`src/rtl/seq_pkg.sv`:
```
// -----------------------------------------------------------------------------
// seq_pkg
//
// Shared definitions for the sequential-element slice (input conditioning and
// the d_ff / t_ff / jk_ff banks that consume it).
//
// Contents:
//   cnt_width(n)        width of a counter that must reach n-1, never below 1
//   DEF_SYNC_STAGES     default synchroniser depth for sibling blocks
//   DEF_STABLE_CYCLES   default debounce hold time, in post-sync cycles
//   lane_act_e          per-cycle decision taken by one debounce lane
// -----------------------------------------------------------------------------
package seq_pkg;

    localparam int DEF_SYNC_STAGES   = 2;
    localparam int DEF_STABLE_CYCLES = 8;

    // A counter that runs 0..n-1 needs $clog2(n) bits. For n==1 that would be
    // zero bits, so clamp to one to keep the declaration legal.
    function automatic int cnt_width(input int n);
        int w;
        w = $clog2(n);
        if (w < 1) begin
            w = 1;
        end
        return w;
    endfunction

    // What a debounce lane does at the next edge.
    //   ACT_HOLD   : synchronised value agrees with dout, counter is cleared
    //   ACT_COUNT  : value differs, still accumulating stable cycles
    //   ACT_COMMIT : value has been stable long enough, dout takes it
    typedef enum logic [1:0] {
        ACT_HOLD   = 2'd0,
        ACT_COUNT  = 2'd1,
        ACT_COMMIT = 2'd2
    } lane_act_e;

endpackage : seq_pkg

```
`src/rtl/input_debouncer_lane.sv`:
```
// -----------------------------------------------------------------------------
// debounce_lane
//
// One bit of the input conditioner: a SYNC_STAGES-deep synchroniser followed
// by a stability counter. dout only moves once the synchronised value has
// differed from it for STABLE_CYCLES consecutive edges; any sample that agrees
// with dout restarts the count. rise/fall are registered and fire on the same
// edge as the dout update.
//
// Ports:
//   clk      in   system clock, rising-edge active
//   rst      in   synchronous, active-high reset
//   din      in   raw asynchronous input bit
//   dout     out  debounced level
//   rise     out  one-cycle pulse when dout goes 0->1
//   fall     out  one-cycle pulse when dout goes 1->0
//   pending  out  synchronised value differs from dout
// -----------------------------------------------------------------------------
module debounce_lane
    import seq_pkg::*;
#(
    parameter int SYNC_STAGES   = DEF_SYNC_STAGES,
    parameter int STABLE_CYCLES = DEF_STABLE_CYCLES
) (
    input  logic clk,
    input  logic rst,
    input  logic din,
    output logic dout,
    output logic rise,
    output logic fall,
    output logic pending
);

    localparam int CW = cnt_width(STABLE_CYCLES);

    // Count value at which the candidate has been seen STABLE_CYCLES times
    // (the first differing sample is counted as 0).
    localparam logic [CW-1:0] CNT_LAST = CW'(STABLE_CYCLES - 1);

    logic [SYNC_STAGES-1:0] sync_q;
    logic                   s;

    logic [CW-1:0] cnt_q,  cnt_d;
    logic          dout_q, dout_d;
    logic          rise_q, rise_d;
    logic          fall_q, fall_d;
    lane_act_e     act;

    // -------------------------------------------------------------------------
    // Synchroniser. Bit 0 is the metastability-exposed capture flop; only the
    // last stage is ever looked at by the filter.
    // -------------------------------------------------------------------------
    // NOTE: clocked state is written with <= so every flop samples the
    // pre-edge value of its neighbour; with = the chain would collapse into a
    // single stage in simulation.
    always_ff @(posedge clk) begin
        if (rst) begin
            sync_q <= '0;
        end else begin
            sync_q <= {sync_q[SYNC_STAGES-2:0], din};
        end
    end

    assign s = sync_q[SYNC_STAGES-1];

    // -------------------------------------------------------------------------
    // Filter decision and next-state
    // -------------------------------------------------------------------------
    // NOTE: every signal assigned here gets a default first, so no path through
    // the block leaves a value unassigned and no latch is inferred.
    always_comb begin
        act    = ACT_HOLD;
        cnt_d  = '0;
        dout_d = dout_q;
        rise_d = 1'b0;
        fall_d = 1'b0;

        if (s != dout_q) begin
            if (cnt_q == CNT_LAST) begin
                act = ACT_COMMIT;
            end else begin
                act = ACT_COUNT;
            end
        end

        case (act)
            ACT_COUNT: begin
                // Cannot overflow: ACT_COMMIT is taken at CNT_LAST instead.
                cnt_d = cnt_q + CW'(1);
            end
            ACT_COMMIT: begin
                dout_d = s;
                rise_d = s;
                fall_d = ~s;
            end
            default: begin
                // ACT_HOLD: a sample that agrees with dout discards any
                // partial count, which is what rejects glitches.
                cnt_d = '0;
            end
        endcase
    end

    always_ff @(posedge clk) begin
        if (rst) begin
            cnt_q  <= '0;
            dout_q <= 1'b0;
            rise_q <= 1'b0;
            fall_q <= 1'b0;
        end else begin
            cnt_q  <= cnt_d;
            dout_q <= dout_d;
            rise_q <= rise_d;
            fall_q <= fall_d;
        end
    end

    assign dout    = dout_q;
    assign rise    = rise_q;
    assign fall    = fall_q;
    assign pending = s ^ dout_q;

endmodule : debounce_lane

```
`src/rtl/input_debouncer.sv`:
```
// -----------------------------------------------------------------------------
// input_debouncer
//
// Multi-lane input conditioner feeding the flip-flop banks. Each of WIDTH
// independent lanes synchronises a raw asynchronous bit into clk and filters
// out bounce, producing a clean level plus registered one-cycle rise/fall
// pulses usable directly as t or j/k enables.
//
// Parameters:
//   WIDTH          number of lanes (>=1)
//   SYNC_STAGES    synchroniser depth per lane (>=2)
//   STABLE_CYCLES  post-sync cycles a new value must hold before dout moves (>=1)
//
// Ports:
//   clk      in   system clock, rising-edge active
//   rst      in   synchronous, active-high reset
//   din      in   [WIDTH] raw asynchronous inputs
//   dout     out  [WIDTH] debounced level per lane
//   rise     out  [WIDTH] one-cycle pulse, lane went 0->1
//   fall     out  [WIDTH] one-cycle pulse, lane went 1->0
//   pending  out  [WIDTH] synchronised value differs from dout
// -----------------------------------------------------------------------------
module input_debouncer
    import seq_pkg::*;
#(
    parameter int WIDTH         = 4,
    parameter int SYNC_STAGES   = DEF_SYNC_STAGES,
    parameter int STABLE_CYCLES = DEF_STABLE_CYCLES
) (
    input  logic             clk,
    input  logic             rst,
    input  logic [WIDTH-1:0] din,
    output logic [WIDTH-1:0] dout,
    output logic [WIDTH-1:0] rise,
    output logic [WIDTH-1:0] fall,
    output logic [WIDTH-1:0] pending
);

    // Reject configurations the lane logic cannot represent.
    if (WIDTH < 1) begin : g_bad_width
        $error("input_debouncer: WIDTH must be >= 1");
    end
    if (SYNC_STAGES < 2) begin : g_bad_sync
        $error("input_debouncer: SYNC_STAGES must be >= 2");
    end
    if (STABLE_CYCLES < 1) begin : g_bad_stable
        $error("input_debouncer: STABLE_CYCLES must be >= 1");
    end

    for (genvar i = 0; i < WIDTH; i++) begin : g_lane
        debounce_lane #(
            .SYNC_STAGES  (SYNC_STAGES),
            .STABLE_CYCLES(STABLE_CYCLES)
        ) u_lane (
            .clk    (clk),
            .rst    (rst),
            .din    (din[i]),
            .dout   (dout[i]),
            .rise   (rise[i]),
            .fall   (fall[i]),
            .pending(pending[i])
        );
    end

endmodule : input_debouncer

```
`config.mk`:
```
export PLATFORM = sky130hd
export DESIGN_NAME = input_debouncer
export DESIGN_NICKNAME = d
export VERILOG_FILES = /design/src/rtl/seq_pkg.sv /design/src/rtl/input_debouncer_lane.sv /design/src/rtl/input_debouncer.sv
export SDC_FILE = /design/constraint.sdc
export NUM_CORES = 1
export LEC_CHECK = 0
export CAP_MARGIN = 20
export CELL_PAD_IN_SITES_DETAIL_PLACEMENT = 1
export CELL_PAD_IN_SITES_GLOBAL_PLACEMENT = 2
export CORE_MARGIN = 3
export CORE_UTILIZATION = 33
export DETAILED_ROUTE_END_ITERATION = 10
export HOLD_SLACK_MARGIN = 0.08
export PLACE_DENSITY_LB_ADDON = 0.1
export SLEW_MARGIN = 20
export SYNTH_ARGS = -nofsm -noshare
export SYNTH_HDL_FRONTEND = slang
export SYNTH_SLANG_ARGS = --single-unit
```
`constraint.sdc`:
```
create_clock -name clk -period 1.2 [get_ports clk]
set_input_delay 0.3 -clock clk [delete_from_list [all_inputs] [get_ports clk]]
set_output_delay 0.3 -clock clk [all_outputs]
set_load 0.005 [all_outputs]
```
==> flow_metrics.tcl <==
set metrics [dict create \
    antennaDiodeCount 0 \
    dieHeight_um 66.7 \
    critPathMaxFanout 4 \
    reg2reg_from "g_lane[2].u_lane.dout" \
    startpoint "g_lane[3].u_lane.dout" \
    drv_slew 0 \
    rsz0062_at_grt "yes" \
    layout_common_cells "dfxtp_1, buf_4, dlygate4sd2_1" \
    vias 766 \
    synthToLayoutAreaGrowth_pct 39.9 \
    arrival_ns 1.02 \
    post-route-period-util_pct 110 \
    cts_root_buf "clkbuf_8" \
    final_nets 142 \
    worstMarginPinSlew_ns 0.255 \
    cts_buffer_depth 2 \
    antenna_found_initial 0 \
    crit_type "flip-flop to output port" \
    clk_pin_slew_ns 0.06 \
    rows 21 \
    clock_sinks 32 \
    boundaryPins 22 \
    final_common_cell "dfxtp_1" \
    grt_pass1_wl_um 3720 \
    max_freq_ghz 0.756 \
    grt_util_all_layers_pct 11.5 \
    violations "setup timing" \
    hold_class "flip-flop to flip-flop" \
    hold_slack_ns 0.425 \
    min_period_ns 1.32 \
    syn_area_um2 1220 \
    ir_worst_vdd_uv 818 \
    outcome "finished with violations" \
    ys_types 17 \
    overflow 0 \
    p_leak_nw 0.804 \
    via_per_inst 4.38 \
    syn_inst 102 \
    cts_max_level 2 \
    yosys_warnings 0 \
    fin_skew_ns 0.00191 \
    grt_max_degree 27 \
    synth_seq_cells 32 \
    drt_pass1_iterations 3 \
    layout-drive-gt1-share_pct 43.4 \
    start_util_pct 35.3 \
    syn_nets 116 \
    maxCapViolCount 0 \
    dp_hpwl_um 1340 \
    wl_per_cell_um 11.8 \
    gp_congestion 0.641 \
    fin_ws_ns -0.122 \
    hold_violations 0 \
    slew_headroom_pct 82.8 \
    core_um2 3440 \
    drc 0 \
    dr.first_iter.drc_count 36 \
    setup_viol_count_final 4 \
    avgSynthCellArea_um2 11.9 \
    fp.dieW_um 66.7 \
    clkLatencyLatePin_ns 0.27 \
    critPathLaunchType "flip-flop" \
    drt-total-wl_um 2070 \
    end_kind "output port" \
    hold_path_startpoint "g_lane[0].u_lane.cnt_q[0]" \
    io_buffer_count 21 \
    grt_pass1_vias 842 \
    cts_tree "built" \
    required_ns 0.90 \
    cellPowerDensity_nw_per_um2 1340 \
    drtAntennaViolNets 0 \
    setup_tns_ns -0.300 \
    numCtsBuffers 5 \
    dieArea_um2 4450 \
    ys_seq_area_share_pct 52.7 \
]
==> final timing paths <==
kind | cells after the start | slack, ns | end
setup reg to reg | 5 | 0.08 | g_lane[2].u_lane.cnt_q[0]
setup / recovery | 3 | -0.12 | pending[3]
hold / removal | 1 | 0.43 | g_lane[0].u_lane.cnt_q[0]
hold reg to reg | 1 | 0.43 | g_lane[0].u_lane.cnt_q[0]
==> metrics by stage <==
stage	area (um2)	worst slack, ns	total power, mW	std cells	util, %
floorplan	1220	0.144	1.15	102	-
global placement	1440	-0.199	1.20	161	41.8
detailed placement	1440	-0.216	1.20	161	41.8
CTS	1590	-0.141	2.33	174	46.3
global route	1700	-0.187	2.40	175	49.4
finish	1700	-0.122	2.29	175	49.4
==> Yosys cell counts <==
cell / n / area share, %
buf_4: 17 / 10
nor4b_1: 2 / 1.4
mux2i_1: 4 / 3.3
nor4bb_1: 3 / 2.5
xnor2_1: 1 / 0.72
and2b_1: 6 / 3.7
xor2_1: 3 / 2.2
nor4_1: 1 / 0.51
nor2_1: 7 / 2.2
and4bb_2: 5 / 5.1
clkbuf_2: 1 / 0.41
and3b_1: 3 / 2.2
inv_1: 1 / 0.31
nor2b_1: 2 / 1.0
dfxtp_1: 32 / 53
and3_1: 6 / 3.1
ha_1: 8 / 8.2
==> cells by family (layout without fill, tap and decap cells) <==
kind of cell / Yosys count / count (layout) / synth area share (%)
XOR/XNOR: 4 / 4 / 2.88
AND/OR/NAND/NOR: 35 / 35 / 21.7
adder cells (fa/ha/maj): 8 / 8 / 8.23
buffers and inverters: 19 / 46 / 11.2
flip-flops: 32 / 32 / 52.7
multiplexers: 4 / 4 / 3.29
==> registers in the layout, summed over array words and instances, names as in the netlist <==
| register | flops |
|---|---|
| g_lane.u_lane.cnt_q | 12 |
| g_lane.u_lane.fall | 4 |
| g_lane.u_lane.dout | 4 |
| g_lane.u_lane.rise | 4 |
| g_lane.u_lane.sync_q | 8 |
==> final cells by class <==
cell class | count | area [um2]
Clock buffer | 7 | 96.3
Clock inverter | 1 | 30.0
Fill cell | 360 | 1740
Inverter | 1 | 3.75
Multi-Input combinational cell | 51 | 532
Sequential cell | 32 | 656
Tap cell | 46 | 57.6
Timing Repair Buffer | 37 | 327
==> what timing repair did <==
action / 4_1_cts / 5_1_grt
setup buffers: 5 / 2
pin swaps: 4 / 2
hold endpoints to repair: 0 / 0
resized for setup: 53 / 19
setup endpoints to repair: 16 / 21
hold buffers: 0 / 0
==> critical path, cell delays in order (launching register included) <==
cell and delay, ns:
dfxtp_2 0.33, buf_6 0.12, xor2_4 0.17, buf_2 0.13
==> power by group <==
group          switching, mW  internal (mW)
sequential            0.0111           1.08
clock                  0.373          0.732
combinational         0.0352         0.0612
==> layer usage <==
layer / routed length, um / track usage [%] / share of wire [%]
met3: 138 / 5.23 / 6.7
met2: 1040 / 19.1 / 50
met4: 33 / 5.33 / 1.6
met5: 0 / 0 / 0
met1: 862 / 12.3 / 42
Note: power is estimated with default switching activity, not from simulation.
